`config.mk`:
```
export PLATFORM = sky130hd
export DESIGN_NAME = dds_sweep_ctrl
export DESIGN_NICKNAME = d
export VERILOG_FILES = /design/src/rtl/dds_sweep_ctrl.sv
export SDC_FILE = /design/constraint.sdc
export NUM_CORES = 1
export LEC_CHECK = 0
export ABC_AREA = 1
export CORE_MARGIN = 5
export CORE_UTILIZATION = 30
export CTS_BUF_LIST = sky130_fd_sc_hd__clkbuf_4
export DETAILED_ROUTE_END_ITERATION = 6
export PLACE_DENSITY = 0.54
export SYNTH_ARGS = -nofsm -noshare
export SYNTH_HDL_FRONTEND = slang
export SYNTH_SLANG_ARGS = --single-unit
```
`constraint.sdc`:
```
create_clock -name Clk -period 3.9 [get_ports Clk]
set_clock_uncertainty 0.15 [all_clocks]
set_input_delay 0.78 -clock Clk [delete_from_list [all_inputs] [get_ports Clk]]
set_output_delay 0.78 -clock Clk [all_outputs]
set_load 0.05 [all_outputs]
```
`src/rtl/dds_sweep_ctrl.sv`:
```
// Frequency-sweep sequencer feeding the DDS core's Fword/Pword/Model_sel.
// Steps Fword from F_start to F_stop by F_step, holding each point Dwell+1
// cycles; single, sawtooth-repeat and triangle sweeps. All outputs registered.
module dds_sweep_ctrl #(
  parameter int FW_W    = 32,
  parameter int PW_W    = 12,
  parameter int DWELL_W = 16
) (
  input  logic               Clk,
  input  logic               Reset,
  input  logic               Start,
  input  logic               Abort,
  input  logic [FW_W-1:0]    F_start,
  input  logic [FW_W-1:0]    F_stop,
  input  logic [FW_W-1:0]    F_step,
  input  logic [DWELL_W-1:0] Dwell,
  input  logic [1:0]         Sweep_mode,
  input  logic [1:0]         Wave_sel,
  input  logic [PW_W-1:0]    Pword_in,
  output logic [FW_W-1:0]    Fword,
  output logic [PW_W-1:0]    Pword,
  output logic [1:0]         Model_sel,
  output logic               Busy,
  output logic               Done,
  output logic               Sweep_wrap,
  output logic               Cfg_err
);

  localparam logic [0:0] S_IDLE = 1'b0;
  localparam logic [0:0] S_RUN  = 1'b1;

  localparam logic [1:0] M_SAW = 2'b01;
  localparam logic [1:0] M_TRI = 2'b10;

  logic [0:0]         state;
  logic               dir_dn;
  logic [DWELL_W-1:0] cnt;

  // configuration captured on an accepted Start
  logic [FW_W-1:0]    f_start_q;
  logic [FW_W-1:0]    f_stop_q;
  logic [FW_W-1:0]    f_step_q;
  logic [DWELL_W-1:0] dwell_q;
  logic [1:0]         mode_q;

  logic [FW_W:0]      up_sum;
  logic [FW_W:0]      dn_diff;
  logic [FW_W-1:0]    up_next;
  logic [FW_W-1:0]    dn_next;
  logic               cfg_ok;

  // next point candidates, one extra bit so overflow/underflow clamps instead of wrapping
  always_comb begin
    up_sum  = {1'b0, Fword} + {1'b0, f_step_q};
    dn_diff = {1'b0, Fword} - {1'b0, f_step_q};
    up_next = (up_sum > {1'b0, f_stop_q}) ? f_stop_q : up_sum[FW_W-1:0];
    dn_next = (dn_diff[FW_W] || (dn_diff[FW_W-1:0] < f_start_q)) ? f_start_q
                                                                  : dn_diff[FW_W-1:0];
    cfg_ok  = (F_step != '0) && (F_stop >= F_start);
  end

  // sweep sequencer: start/abort handling, dwell countdown and point stepping
  always_ff @(posedge Clk) begin
    if (Reset) begin
      state      <= S_IDLE;
      dir_dn     <= 1'b0;
      cnt        <= '0;
      Fword      <= '0;
      Pword      <= '0;
      Model_sel  <= '0;
      Busy       <= 1'b0;
      Done       <= 1'b0;
      Sweep_wrap <= 1'b0;
      Cfg_err    <= 1'b0;
      f_start_q  <= '0;
      f_stop_q   <= '0;
      f_step_q   <= '0;
      dwell_q    <= '0;
      mode_q     <= '0;
    end else begin
      Done       <= 1'b0;
      Sweep_wrap <= 1'b0;
      Cfg_err    <= 1'b0;
      case (state)
        S_IDLE: begin
          // Abort alongside Start suppresses the request entirely
          if (Start && !Abort) begin
            if (cfg_ok) begin
              f_start_q <= F_start;
              f_stop_q  <= F_stop;
              f_step_q  <= F_step;
              dwell_q   <= Dwell;
              mode_q    <= Sweep_mode;
              Fword     <= F_start;
              Pword     <= Pword_in;
              Model_sel <= Wave_sel;
              cnt       <= Dwell;
              dir_dn    <= 1'b0;
              Busy      <= 1'b1;
              state     <= S_RUN;
            end else begin
              Cfg_err <= 1'b1;
            end
          end
        end
        default: begin
          if (Abort) begin
            state <= S_IDLE;
            Busy  <= 1'b0;
          end else if (cnt != '0) begin
            cnt <= cnt - 1'b1;
          end else begin
            cnt <= dwell_q;
            if (!dir_dn) begin
              if (Fword != f_stop_q) begin
                Fword <= up_next;
              end else if (mode_q == M_SAW) begin
                Fword      <= f_start_q;
                Sweep_wrap <= 1'b1;
              end else if (mode_q == M_TRI) begin
                dir_dn     <= 1'b1;
                Fword      <= dn_next;
                Sweep_wrap <= 1'b1;
              end else begin
                // single sweep (mode 11 included): park on F_stop
                state <= S_IDLE;
                Busy  <= 1'b0;
                Done  <= 1'b1;
              end
            end else begin
              if (Fword != f_start_q) begin
                Fword <= dn_next;
              end else begin
                dir_dn     <= 1'b0;
                Fword      <= up_next;
                Sweep_wrap <= 1'b1;
              end
            end
          end
        end
      endcase
    end
  end

endmodule

```
==> results.ini, run 1 <==
[floorplanning]
die_x_microns=248.3
core_area_sq_um=56280
num_rows=87
ioPinCount=182
die_area_sq_um=61670
start_util=0.3028
dieHeight_microns=248.3

[finish]
drive_gt1_frac=0.2452
stdcell_count=4115
fill_cells=5920
nets=3636
syn_to_final_growth_pct=44.43

[synth]
synth_xor_area_frac=0.04214
synth_area_sq_um=17040
syn_avg_cell_area_sq_um=6.179
synth_top_cells_by_count=704 x nand2_1, 329 x inv_1, 316 x a21oi_1
synth_edf_count=0
syn_nets=3055
synth-compound-area-share=0.2028
synthFlopType=dfxtp_1
yosysMostFrequentCell=nand2_1
synth_fa_ha_area_frac=0.1220
yosys.cell_types.count=53
yosys_warnings=0
synth_top_area_frac=0.2138
synthSimpleGateAreaFrac=0.3087
ys_async_sr_fraction=0
ys_seq_area_frac=0.2138
muxShareOfSynthArea=0
synth_seq_cells=182
synth_top_family_by_area=simple AND/OR/NAND/NOR gates
synth_top_area_cell=dfxtp_1
syn_inst=2758
synthTopCellsByArea=dfxtp_1 21%, nand2_1 16%, ha_1 12%

[detailed_routing]
vias_per_cell=5.083
drt_first_iter_violations=1569
wl_per_cell_microns=19.20
antenna_left=0
drc=0
vias=20920
drtPass1Iterations=6
wirelength_microns=79030

[sta]
tns_ns=-14.01
worst_pin_slew_ns=0.8437
final_hold_viol_count=0
setup_ws_ns=-0.4968
setup_viol=32
fin_crit_ns=4.397
fmax_ghz=0.2274
maxSlewHeadroom=0.4375
rsz0062_at_grt=true
finalCritPeriodShare=1.127
slew_violations=0

[clock_tree]
numClockSinks=182
clockBufferDepth=2
cts_tree=yes
cts_root_buf=clkbuf_4
path_clk_slew_ns=0.18
insertion_delay_ns=0.84
cts_max_level=4
cts_buffers=17

[grt]
track_usage=0.2505
grt_pass1_vias=20440
grt-ovfl-total=0
grt_pass1_wl_microns=118600
grt_max_degree=68
antenna_found_initial=3

[power]
vdd_ir_drop_max_mv=0.3321
power_density_nw_per_um2=366.1
fin_total_pwr_w=0.009011
p_leak_nw=11.85

[placement]
dp_slack_ns=-0.8817
gp_congestion=0.9763
hpwl_microns=61700
portBuffers=181
placedCellCount=4051

[hold_path]
hold_class=reg -> reg

[critical_path]
startpoint_type=flop
r2r_slack_ns=-0.50
crit_slowest_cell=dfxtp_2
critPathArrivalTime_ns=4.94
crit_fanout=6
slowest_delay_ns=0.40
cp_data_required_time_ns=4.44
crit_top_cell=nand2_1
crit_type=reg -> reg
crit_path_end_kind=flop

[outcome]
violations=setup timing
status=finished with violations

[job]
drv_cap=0

[worst max-delay path, delay by kind of cell (launching register included)]
family	cells	cell delay [ns]
AO/OA/AOI/OAI	4	0.72
adder cells (fa/ha/maj)	3	0.80
buffers and inverters	6	0.55
flip-flops	1	0.40
AND/OR/NAND/NOR	18	1.63
[sequential cells by signal, summed over array words and instances, names as in the netlist]
| signal | cells |
|---|---|
| dir_dn | 1 |
| f_stop_q | 32 |
| state | 1 |
| f_step_q | 32 |
| cnt | 16 |
| Busy | 1 |
| Cfg_err | 1 |
| Pword | 12 |
| f_start_q | 32 |
| dwell_q | 16 |
| Fword | 32 |
| Sweep_wrap | 1 |
| Model_sel | 2 |
| mode_q | 2 |
| Done | 1 |
[what timing repair did]
item	CTS	global route
setup endpoints to repair	32	32
setup buffers	14	13
cloned	2	1
resized for setup	132	114
hold buffers	0	0
pin swaps	49	42
[routing by layer]
metal  GRT usage  share of wire  wire length (microns)  vias to the layer above
met2      0.4132           0.45                  35790                      785
li1            -              -                      -                    10260
met5           0        0.00014                     11                        -
met3     0.04088          0.072                   5660                      123
met4     0.06784          0.025                   1998                        2
met1      0.3406           0.45                  35560                     9746
[metrics by stage]
| stage | util | area [sq um] | hold slack [ns] |
|---|---|---|---|
| global placement | 0.4102 | 23080 | 0.2896 |
| detailed placement | 0.4102 | 23080 | 0.2946 |
| finish | 0.4373 | 24610 | 0.3153 |
| floorplan | - | 17120 | 0.2797 |
| global route | 0.4373 | 24610 | 0.2890 |
| CTS | 0.4268 | 24020 | 0.2935 |
[cells in the final DEF, fill, tap and decap left out, drive strengths merged, types with 7 or more instances in the layout]
master / instances
a221oi: 8
buf: 512
xnor2: 41
xor2: 41
nor3: 18
o21bai: 12
nor2: 177
a211oi: 9
nand4: 27
nand3: 251
nor4: 24
nand2: 723
diode: 7
o211ai: 32
clkdlybuf4s50: 180
inv: 344
clkinv: 11
dfxtp: 182
ha: 163
clkbuf: 18
o21ai: 206
a21oi: 337
[layout make-up]
type / count / area, sq um / area share
Clock inverter: 15 / 145.1 / 0.005897
Tap cell: 756 / 945.9 / 0.03843
Clock buffer: 17 / 127.6 / 0.005185
Sequential cell: 182 / 3697 / 0.1502
Inverter: 341 / 1284 / 0.05216
Timing Repair Buffer: 693 / 5937 / 0.2412
Antenna cell: 7 / 17.52 / 0.0007117
Multi-Input combinational cell: 2104 / 12460 / 0.5062
[worst paths after layout]
path,endpoint,from,cells after the start
hold / removal,dwell_q[4],dwell_q[4],2
hold reg to reg,dwell_q[4],dwell_q[4],2
setup / recovery,Fword[26],f_step_q[0],31
setup reg to reg,Fword[26],f_step_q[0],31
[where the power goes]
group | internal [W] | switching [W]
logic | 0.00247 | 0.00322
clock network | 0.000334 | 0.000880
registers | 0.00198 | 0.000124
[cell families (layout without fill, tap and decap cells)]
group           Yosys count  count (layout)
other cells               0               7
flops                   182             182
buf+inv                 472            1066
xor+xnor                 82              82
simple gates           1232            1232
compound gates          625             625
fa+ha+maj               165             165
(Power assumes the default switching activity.)
==> run 2, diff against run 1 <==
--- a/config.mk
+++ b/config.mk
@@ -6,9 +6,9 @@
 export NUM_CORES = 1
 export LEC_CHECK = 0
 export ABC_AREA = 1
-export CORE_MARGIN = 5
 export CORE_UTILIZATION = 30
 export CTS_BUF_LIST = sky130_fd_sc_hd__clkbuf_4
+export CTS_CLUSTER_DIAMETER = 60
 export DETAILED_ROUTE_END_ITERATION = 6
 export PLACE_DENSITY = 0.54
 export SYNTH_ARGS = -nofsm -noshare
==> run 2 against run 1 <==
- the flow still finishes with violations (setup timing)
- core utilization up 1.6 points
- via count up 0.18%
- global-route usage up 2.0 points
- clock power up 6%
- critical path type unchanged
- wire length up 0.27%
- sequential power about the same
==> results.ini, run 2 (synthesis gave the netlist of run 1 again) <==
[outcome]
status=finished with violations  ; unchanged
violations=setup timing  ; unchanged

[detailed_routing]
wirelength_microns=79240  ; was 79,030 microns
vias=20950  ; was 20,920
antenna_left=0  ; unchanged
drt_first_iter_violations=1524  ; was 1,569
wl_per_cell_microns=19.29  ; was 19.20 microns
drc=0  ; unchanged
vias_per_cell=5.101  ; was 5.083
drtPass1Iterations=5  ; was 6

[finish]
multiInputGateArea_sq_um=12880  ; was 12,460 sq um
syn_to_final_growth_pct=47.99  ; was 44.43%
area.sequential_sq_um=3697  ; unchanged
fill_cells=5822  ; was 5,920
final_common_cell=nand2_1  ; unchanged
final_cell_mix=622 x nand2_1, 475 x buf_4, 319 x inv_1  ; was 628 x nand2_1, 482 x buf_4, 323 x inv_1
drive_gt1_frac=0.2669  ; was 0.2452
nets=3637  ; was 3,636

[clock_tree]
cts_root_buf=clkbuf_4  ; unchanged
cts_buffers=17  ; unchanged
path_clk_slew_ns=0.19  ; was 0.18 ns
cts_tree=yes  ; unchanged
cts_max_level=4  ; unchanged
numClockSinks=182  ; unchanged
clockBufferDepth=2  ; unchanged
insertion_delay_ns=0.85  ; was 0.84 ns

[grt]
track_usage=0.2708  ; was 0.2505
antenna_found_initial=2  ; was 3
grt_pass1_wl_microns=117400  ; was 118,600 microns
grt_max_degree=65  ; was 68
grt_pass1_vias=20240  ; was 20,440
grt-ovfl-total=0  ; unchanged

[floorplanning]
die_x_microns=240.3  ; was 248.3 microns
start_util=0.3063  ; was 0.3028
die_area_sq_um=57760  ; was 61,670 sq um
ioPinCount=182  ; unchanged
dieHeight_microns=240.3  ; was 248.3 microns
core_area_sq_um=55630  ; was 56,280 sq um
num_rows=86  ; was 87

[critical_path]
slowest_delay_ns=0.41  ; was 0.40 ns
critPathArrivalTime_ns=4.94  ; about the same
regToRegStartpoint=Fword[0]  ; was f_step_q[0]
crit_type=reg -> reg  ; unchanged
setup.worst_path.start=Fword[0]  ; was f_step_q[0]
crit_path_end_kind=flop  ; unchanged
crit_fanout=8  ; was 6
crit_top_cell=nand2_1  ; unchanged
cp_data_required_time_ns=4.48  ; was 4.44 ns
crit_slowest_cell=dfxtp_4  ; was dfxtp_2
worstSetupEndpoint=Fword[9]  ; was Fword[26]
r2r_cells=33  ; was 31
startpoint_type=flop  ; unchanged
r2r-end=Fword[9]  ; was Fword[26]
r2r_slack_ns=-0.46  ; was -0.50 ns

[sta]
tns_ns=-12.54  ; was -14.01 ns
worst_pin_slew_ns=0.8969  ; was 0.8437 ns
setup_viol=32  ; unchanged
maxSlewHeadroom=0.4021  ; was 0.4375
final_hold_viol_count=0  ; unchanged
setup_ws_ns=-0.4600  ; was -0.4968 ns
fin_crit_ns=4.360  ; was 4.397 ns
finalCritPeriodShare=1.118  ; was 1.127
fmax_ghz=0.2294  ; was 0.2274 GHz
slew_violations=0  ; unchanged
rsz0062_at_grt=true  ; unchanged

[power]
fin_total_pwr_w=0.009503  ; was 0.009011 W
vdd_ir_drop_max_mv=0.2963  ; was 0.3321 mV
p_leak_nw=12.04  ; was 11.85 nW
power_density_nw_per_um2=376.8  ; was 366.1 nW/um^2

[hold_path]
hold_path_depth=2  ; unchanged
hold_class=reg -> reg  ; unchanged

[placement]
gp_congestion=0.9769  ; was 0.9763
portBuffers=181  ; unchanged
hpwl_microns=60890  ; was 61,700 microns

[job]
drv_cap=0  ; unchanged

run 2: power breakdown:
part           switching, W  internal (W)  leakage (nW)
Sequential         0.000126       0.00198          1.50
Combinational       0.00347       0.00265          10.4
Clock              0.000926      0.000356         0.164
run 2: layer usage:
layer / share of wire / global-route usage
met1: 0.46 / 0.3679
met2: 0.44 / 0.4305
met3: 0.064 / 0.04386
met4: 0.032 / 0.09361
met5: 0 / 0
run 2: what timing repair did:
item                       CTS  global route
setup endpoints to repair   32            32
gates cloned                 5             5
resized for setup          116           223
buffers inserted            17             7
hold buffers                 0             0
pin swaps                   37            95
run 2: through the flow:
stage          hold WS (ns)  instance area, sq um  utilization  worst slack [ns]  std cells
2_1_floorplan        0.2797                 17120            -        -0.0005671       2758
3_3_place_gp         0.2904                 23130       0.4157           -0.7521       4042
3_5_place_dp         0.2935                 23130       0.4157           -0.7426       4042
4_1_cts              0.3124                 24150       0.4342           -0.4528       4094
5_1_grt              0.3418                 25210       0.4531           -0.6941       4103
6_report             0.3179                 25220       0.4533           -0.4600       4108
run 2: critical path: cells and delay by family (launching register included):
family	cells	cell delay (ns)
AO/OA/AOI/OAI	3	0.44
XOR/XNOR	1	0.20
adder cells (fa/ha/maj)	3	0.77
buffers and inverters	5	0.46
flip-flops	1	0.41
AND/OR/NAND/NOR	21	1.81
run 2: how the worst min path moves through the flow:
stage	from	endpoint	slack, ns
finish	dwell_q[13]	dwell_q[13]	0.32
CTS	Pword_in[10]	Pword[10]	0.31
floorplan	dwell_q[15]	dwell_q[15]	0.28
global route	dwell_q[3]	dwell_q[3]	0.34
detailed placement	dwell_q[8]	dwell_q[8]	0.29
global placement	dwell_q[14]	dwell_q[14]	0.29
run 2: area by class of cell:
type | count | area share
sequential | 182 | 0.1466
clock inverter | 15 | 0.007243
tap | 748 | 0.03711
antenna | 7 | 0.0006946
timing repair buffer | 694 | 0.2417
inverter | 341 | 0.05100
multi-input combinational | 2104 | 0.5106
clock buffer | 17 | 0.005061
